[src/rtl/aq_axils_arb2.sv]
`default_nettype none
// ============================================================================
// Module   : aq_axils_arb2
// Brief    : Round-robin arbiter issuing two cs/ack requesters onto one
//            AXI4-Lite master port, one transaction at a time.
// Revision : 1.0
// ============================================================================
module aq_axils_arb2 #(
  parameter int TIMEOUT_CYC = 1023
) (
  input  logic        ACLK,
  input  logic        ARESETN,
  input  logic        REQ0_CS,
  input  logic        REQ0_RNW,
  input  logic [31:0] REQ0_ADDR,
  input  logic [3:0]  REQ0_BE,
  input  logic [31:0] REQ0_WDATA,
  output logic        REQ0_ACK,
  output logic [31:0] REQ0_RDATA,
  output logic        REQ0_ERR,
  input  logic        REQ1_CS,
  input  logic        REQ1_RNW,
  input  logic [31:0] REQ1_ADDR,
  input  logic [3:0]  REQ1_BE,
  input  logic [31:0] REQ1_WDATA,
  output logic        REQ1_ACK,
  output logic [31:0] REQ1_RDATA,
  output logic        REQ1_ERR,
  output logic [31:0] M_AXI_AWADDR,
  output logic        M_AXI_AWVALID,
  input  logic        M_AXI_AWREADY,
  output logic [3:0]  M_AXI_AWCACHE,
  output logic [2:0]  M_AXI_AWPROT,
  output logic [31:0] M_AXI_WDATA,
  output logic [3:0]  M_AXI_WSTRB,
  output logic        M_AXI_WVALID,
  input  logic        M_AXI_WREADY,
  input  logic        M_AXI_BVALID,
  input  logic [1:0]  M_AXI_BRESP,
  output logic        M_AXI_BREADY,
  output logic [31:0] M_AXI_ARADDR,
  output logic        M_AXI_ARVALID,
  input  logic        M_AXI_ARREADY,
  output logic [3:0]  M_AXI_ARCACHE,
  output logic [2:0]  M_AXI_ARPROT,
  input  logic [31:0] M_AXI_RDATA,
  input  logic [1:0]  M_AXI_RRESP,
  input  logic        M_AXI_RVALID,
  output logic        M_AXI_RREADY
);

  localparam int CW = (TIMEOUT_CYC < 2) ? 1 : $clog2(TIMEOUT_CYC + 1);
  localparam logic [CW-1:0] TO_VAL = CW'(TIMEOUT_CYC);

  typedef enum logic [2:0] {
    S_IDLE  = 3'd0,
    S_WADDR = 3'd1,
    S_WRESP = 3'd2,
    S_RADDR = 3'd3,
    S_RDATA = 3'd4,
    S_DONE  = 3'd5
  } state_t;

  state_t         state_q, state_d;
  logic           gnt_q, gnt_d;
  logic           last_q, last_d;
  logic           rnw_q, rnw_d;
  logic [31:0]    addr_q, addr_d;
  logic [3:0]     be_q, be_d;
  logic [31:0]    wdata_q, wdata_d;
  logic           awdone_q, awdone_d;
  logic           wdone_q, wdone_d;
  logic           err_q, err_d;
  logic [31:0]    rdata_q, rdata_d;
  logic [CW-1:0]  cnt_q, cnt_d;

  logic w_phase;
  logic w_to;
  logic w_pick1;
  logic w_awvalid, w_wvalid, w_bready, w_arvalid, w_rready;

  assign w_phase = (state_q == S_WADDR) || (state_q == S_WRESP) ||
                   (state_q == S_RADDR) || (state_q == S_RDATA);
  assign w_to    = (TIMEOUT_CYC != 0) && w_phase && (cnt_q == TO_VAL);
  // Requester 1 wins only when alone or when requester 0 was served last.
  assign w_pick1 = REQ1_CS && (!REQ0_CS || !last_q);

  assign w_awvalid = (state_q == S_WADDR) && !awdone_q && !w_to;
  assign w_wvalid  = (state_q == S_WADDR) && !wdone_q  && !w_to;
  assign w_bready  = (state_q == S_WRESP) && !w_to;
  assign w_arvalid = (state_q == S_RADDR) && !w_to;
  assign w_rready  = (state_q == S_RDATA) && !w_to;

  always_comb begin
    state_d  = state_q;
    gnt_d    = gnt_q;
    last_d   = last_q;
    rnw_d    = rnw_q;
    addr_d   = addr_q;
    be_d     = be_q;
    wdata_d  = wdata_q;
    awdone_d = awdone_q;
    wdone_d  = wdone_q;
    err_d    = err_q;
    rdata_d  = rdata_q;
    cnt_d    = cnt_q;

    case (state_q)
      S_IDLE: begin
        if (REQ0_CS || REQ1_CS) begin
          gnt_d    = w_pick1;
          last_d   = w_pick1;
          rnw_d    = w_pick1 ? REQ1_RNW   : REQ0_RNW;
          addr_d   = w_pick1 ? REQ1_ADDR  : REQ0_ADDR;
          be_d     = w_pick1 ? REQ1_BE    : REQ0_BE;
          wdata_d  = w_pick1 ? REQ1_WDATA : REQ0_WDATA;
          awdone_d = 1'b0;
          wdone_d  = 1'b0;
          err_d    = 1'b0;
          rdata_d  = '0;
          state_d  = rnw_d ? S_RADDR : S_WADDR;
        end
      end
      S_WADDR: begin
        awdone_d = awdone_q || (w_awvalid && M_AXI_AWREADY);
        wdone_d  = wdone_q  || (w_wvalid  && M_AXI_WREADY);
        if (awdone_d && wdone_d) state_d = S_WRESP;
      end
      S_WRESP: begin
        if (M_AXI_BVALID) begin
          err_d   = (M_AXI_BRESP != 2'b00);
          state_d = S_DONE;
        end
      end
      S_RADDR: begin
        if (M_AXI_ARREADY) state_d = S_RDATA;
      end
      S_RDATA: begin
        if (M_AXI_RVALID) begin
          rdata_d = M_AXI_RDATA;
          err_d   = (M_AXI_RRESP != 2'b00);
          state_d = S_DONE;
        end
      end
      S_DONE:  state_d = S_IDLE;
      default: state_d = S_IDLE;
    endcase

    // Debug escape: abandon a stuck phase without completing the handshake.
    if (w_to) begin
      state_d = S_DONE;
      err_d   = 1'b1;
      rdata_d = '0;
    end

    if (state_d != state_q) cnt_d = '0;
    else if (w_phase && (cnt_q != {CW{1'b1}})) cnt_d = cnt_q + 1'b1;
  end

  always_ff @(posedge ACLK or negedge ARESETN) begin
    if (!ARESETN) begin
      state_q  <= S_IDLE;
      gnt_q    <= 1'b0;
      last_q   <= 1'b1;
      rnw_q    <= 1'b0;
      addr_q   <= '0;
      be_q     <= '0;
      wdata_q  <= '0;
      awdone_q <= 1'b0;
      wdone_q  <= 1'b0;
      err_q    <= 1'b0;
      rdata_q  <= '0;
      cnt_q    <= '0;
    end else begin
      state_q  <= state_d;
      gnt_q    <= gnt_d;
      last_q   <= last_d;
      rnw_q    <= rnw_d;
      addr_q   <= addr_d;
      be_q     <= be_d;
      wdata_q  <= wdata_d;
      awdone_q <= awdone_d;
      wdone_q  <= wdone_d;
      err_q    <= err_d;
      rdata_q  <= rdata_d;
      cnt_q    <= cnt_d;
    end
  end

  assign M_AXI_AWADDR  = addr_q;
  assign M_AXI_AWVALID = w_awvalid;
  assign M_AXI_AWCACHE = 4'b0011;
  assign M_AXI_AWPROT  = 3'b000;
  assign M_AXI_WDATA   = wdata_q;
  assign M_AXI_WSTRB   = be_q;
  assign M_AXI_WVALID  = w_wvalid;
  assign M_AXI_BREADY  = w_bready;
  assign M_AXI_ARADDR  = addr_q;
  assign M_AXI_ARVALID = w_arvalid;
  assign M_AXI_ARCACHE = 4'b0011;
  assign M_AXI_ARPROT  = 3'b000;
  assign M_AXI_RREADY  = w_rready;

  assign REQ0_ACK   = (state_q == S_DONE) && !gnt_q;
  assign REQ1_ACK   = (state_q == S_DONE) &&  gnt_q;
  assign REQ0_ERR   = REQ0_ACK && err_q;
  assign REQ1_ERR   = REQ1_ACK && err_q;
  assign REQ0_RDATA = (REQ0_ACK && rnw_q) ? rdata_q : '0;
  assign REQ1_RDATA = (REQ1_ACK && rnw_q) ? rdata_q : '0;

endmodule
`default_nettype wire

[config.mk]
export PLATFORM = sky130hd
export DESIGN_NAME = aq_axils_arb2
export DESIGN_NICKNAME = d
export VERILOG_FILES = /design/src/rtl/aq_axils_arb2.sv
export SDC_FILE = /design/constraint.sdc
export NUM_CORES = 1
export LEC_CHECK = 0
export CAP_MARGIN = 10
export CORE_AREA = 2 2 144 146
export DETAILED_ROUTE_END_ITERATION = 8
export DIE_AREA = 0 0 146 148
export PLACE_DENSITY = 0.7
export SLEW_MARGIN = 25
export SYNTH_ARGS = -nofsm -noshare
export SYNTH_HDL_FRONTEND = slang
export SYNTH_SLANG_ARGS = --single-unit
[constraint.sdc]
create_clock -name ACLK -period 2.6 [get_ports ACLK]
set_input_delay 0.26 -clock ACLK [delete_from_list [all_inputs] [get_ports ACLK]]
set_output_delay 0.26 -clock ACLK [all_outputs]
set_load 0.03 [all_outputs]
==> impl_metrics.ini <==
[die]
die_x_um = 146
io_pins = 370
coreArea_sq_um = 20000
die-area_sq_um = 21600
initial_core_util_pct = 32.4
rows = 52
die-height_um = 148

[route]
via_per_inst = 4.71
dr_total_vias = 6110
wire_per_inst_um = 16.0
drc = 0
drt_wl_total_um = 20800
first_pass_iters = 5
ant_nets = 0
drtIter0Drc = 229

[critical_path]
startpoint_type = flip-flop
required_ns = 2.34
path_buf_inv = 1
ff2ff_setup_slack_ns = 0.46
critPathKind = flip-flop to output port
slowest_stage = or3_4
end_kind = output port
cp.arrival_ns = 2.18
r2r_start = state_q[0]
crit_path_max_incr_delay_ns = 0.45
crit_chain = ha_2 > nand3_2 > or3_4 > and3_1 > dlygate4sd2_1
r2r-end = rdata_q[19]
cpLargestDelayFamily = simple AND/OR/NAND/NOR gates
r2r_cells = 6
cp_max_fo = 12

[timing]
rsz0062_at_grt = false
finClkSkew_ns = 0.0126
slew_violations = 0
hold_viol_final = 0
fin_setup_tns_ns = 0
fmax_mhz = 409
setup_violations = 0
fin_crit_sh_pct = 94.0
period_minus_slack_ns = 2.44

[final_layout]
area_growth_pct = 61.8
final_cells = 1296
diodes = 0
postLayoutCellArea_sq_um = 10500
finalNetCount = 1197
drive_above_1_share_pct = 13.2

[synth]
yosys.area_share.simple_pct = 19.7
async_reset_ff_share_pct = 100
synth.area.mux_share_pct = 10.9
synth_top_family_by_area = simple AND/OR/NAND/NOR gates
ys_seq_area_share_pct = 45.9
yosys_warnings = 0
synth_cell_type_count = 52
synthesis.area_sq_um = 6490
synth-main-ff-cell = dfrtp_1
synth_fa_ha_area_share_pct = 0.347
synth_edf_count = 0
synth_compound_area_share_pct = 12.9
synth_xor_area_share_pct = 0.809
synth_seq_cells = 119
syn-instance-count = 710
syn_area_per_cell_sq_um = 9.14

[place]
place_congestion = 0.825
port_buffers = 355
placed_cells = 1263
place_area_sq_um = 9910
dp_hpwl_um = 15400

[power]
ir_drop_mv = 0.680
p_per_area_nw_per_um2 = 1080
power_leakage_nw = 4.80

[clock_network]
path_clk_slew_ns = 0.06
clock_latency_ns = 0.41
clock-root-buffer = clkbuf_16
cts_max_path_buffers = 2
clock-sinks = 119
cts_made_buffers = 17
cts_tree = built
htree_num_levels = 4

[global_routing]
grt_usage_pct = 19.2
grt_pass1_vias = 6078
gr-total-overflow = 0
grt_pass1_wl_um = 33100
grt_max_degree = 76
antenna_found_initial = 0

[status]
status = finished clean

[hold_path]
min_path_type = input pin to async pin

[run]
timing.max_cap.violations = 0
-- Yosys cell counts (2+ instances only) --
| library cell | count | area (sq um) |
|---|---|---|
| a21boi_0 | 3 | 22.5 |
| o21ai_0 | 100 | 500 |
| a21oi_1 | 7 | 35.0 |
| nand2b_1 | 5 | 31.3 |
| buf_2 | 12 | 60.1 |
| conb_1 | 2 | 7.51 |
| or4_1 | 2 | 15.0 |
| xor2_1 | 3 | 26.3 |
| nor3_2 | 2 | 20.0 |
| nand4_1 | 2 | 12.5 |
| and3_1 | 66 | 413 |
| nor2b_1 | 5 | 31.3 |
| and2_1 | 4 | 25.0 |
| o31a_1 | 2 | 17.5 |
| buf_4 | 49 | 368 |
| nor4_1 | 2 | 12.5 |
| inv_1 | 3 | 11.3 |
| dfrtp_1 | 118 | 2950 |
| a211oi_1 | 11 | 82.6 |
| xnor2_1 | 3 | 26.3 |
| o21a_1 | 2 | 15.0 |
| mux2i_1 | 71 | 711 |
| clkbuf_1 | 36 | 135 |
| nor3_1 | 8 | 40.0 |
| a31oi_1 | 4 | 25.0 |
| nor2_1 | 10 | 37.5 |
| nand2_1 | 142 | 533 |
| nand3_1 | 6 | 30.0 |
| o21ai_1 | 7 | 35.0 |
-- layout make-up --
class / count / area (sq um)
Multi-Input combinational cell: 500 / 3000
Fill cell: 1867 / 9530
Inverter: 3 / 11.3
Tap cell: 270 / 338
Clock buffer: 18 / 439
Sequential cell: 119 / 2980
Clock inverter: 14 / 126
Timing Repair Buffer: 372 / 3610
-- per-layer routing --
metal / GRT usage, % / up-vias / share of wire [%]
met4: 6.26 / 0 / 1.8
met3: 7.22 / 25 / 9.4
li1: - / 2998 / -
met2: 31.9 / 257 / 49
met1: 23.2 / 2830 / 40
met5: 0 / - / 0
-- power breakdown --
group	switching, mW	total (mW)	internal [mW]
registers	0.583	3.18	2.59
logic	3.58	5.95	2.37
clock network	0.909	2.25	1.34
-- stage by stage --
stage	setup WS [ns]	util (%)	total power [mW]	hold WS [ns]
2_1_floorplan	0.440	-	6.97	-0.0356
3_3_place_gp	0.316	49.5	9.12	0.247
3_5_place_dp	0.267	49.5	9.21	0.257
4_1_cts	0.0289	52.4	11.5	0.352
5_1_grt	0.0260	52.4	12.1	0.382
6_report	0.156	52.4	11.4	0.358
-- cell families (layout without fill, tap and decap cells) --
group,Yosys count,in the layout
other cells,2,14
fa+ha+maj,2,2
compound gates,145,145
buf+inv,103,407
flops,119,119
mux,71,71
xor+xnor,6,6
simple gates,262,262
-- worst max path at each step --
| stage | start | endpoint | slack (ns) | cells past startpoint |
|---|---|---|---|---|
| CTS | cnt_q[0] | M_AXI_ARVALID | 0.03 | 5 |
| detailed placement | cnt_q[0] | M_AXI_ARVALID | 0.27 | 5 |
| global route | state_q[2] | REQ0_RDATA[0] | 0.03 | 6 |
| finish | cnt_q[0] | M_AXI_ARVALID | 0.16 | 5 |
| global placement | cnt_q[0] | M_AXI_ARVALID | 0.32 | 5 |
| floorplan | state_q[0] | REQ0_RDATA[23] | 0.44 | 6 |
-- cell usage in the layout, fill, tap and decap left out, types with 5 or more instances in the layout --
cell / n
clkinvlp_4: 5
a211oi_1: 11
nand2_1: 142
nand2b_1: 5
nor3_1: 8
dfrtp_1: 117
buf_4: 77
mux2i_1: 71
o21ai_0: 100
nor2_1: 8
conb_1: 14
clkdlybuf4s50_1: 281
a21oi_1: 7
nand3_1: 5
and3_1: 66
clkbuf_16: 17
buf_12: 8
o21ai_1: 6
-- registers in the layout (all words and copies together) (netlist names) --
register and flops:
M_AXI_ARADDR 32, M_AXI_WDATA 32, rdata_q 32, cnt_q 10
M_AXI_WSTRB 4, state_q 3, awdone_q 1, err_q 1
gnt_q 1, last_q 1, rnw_q 1, wdone_q 1
-- repair_timing --
| action | 4_1_cts | 5_1_grt |
|---|---|---|
| hold buffers | 1 | 0 |
| resized for setup | 5 | 5 |
| setup buffers | 0 | 0 |
| endpoints found under the hold margin | 33 | 0 |
| setup endpoints to repair | 6 | 5 |
No activity file was read; power rests on OpenSTA's default activity.
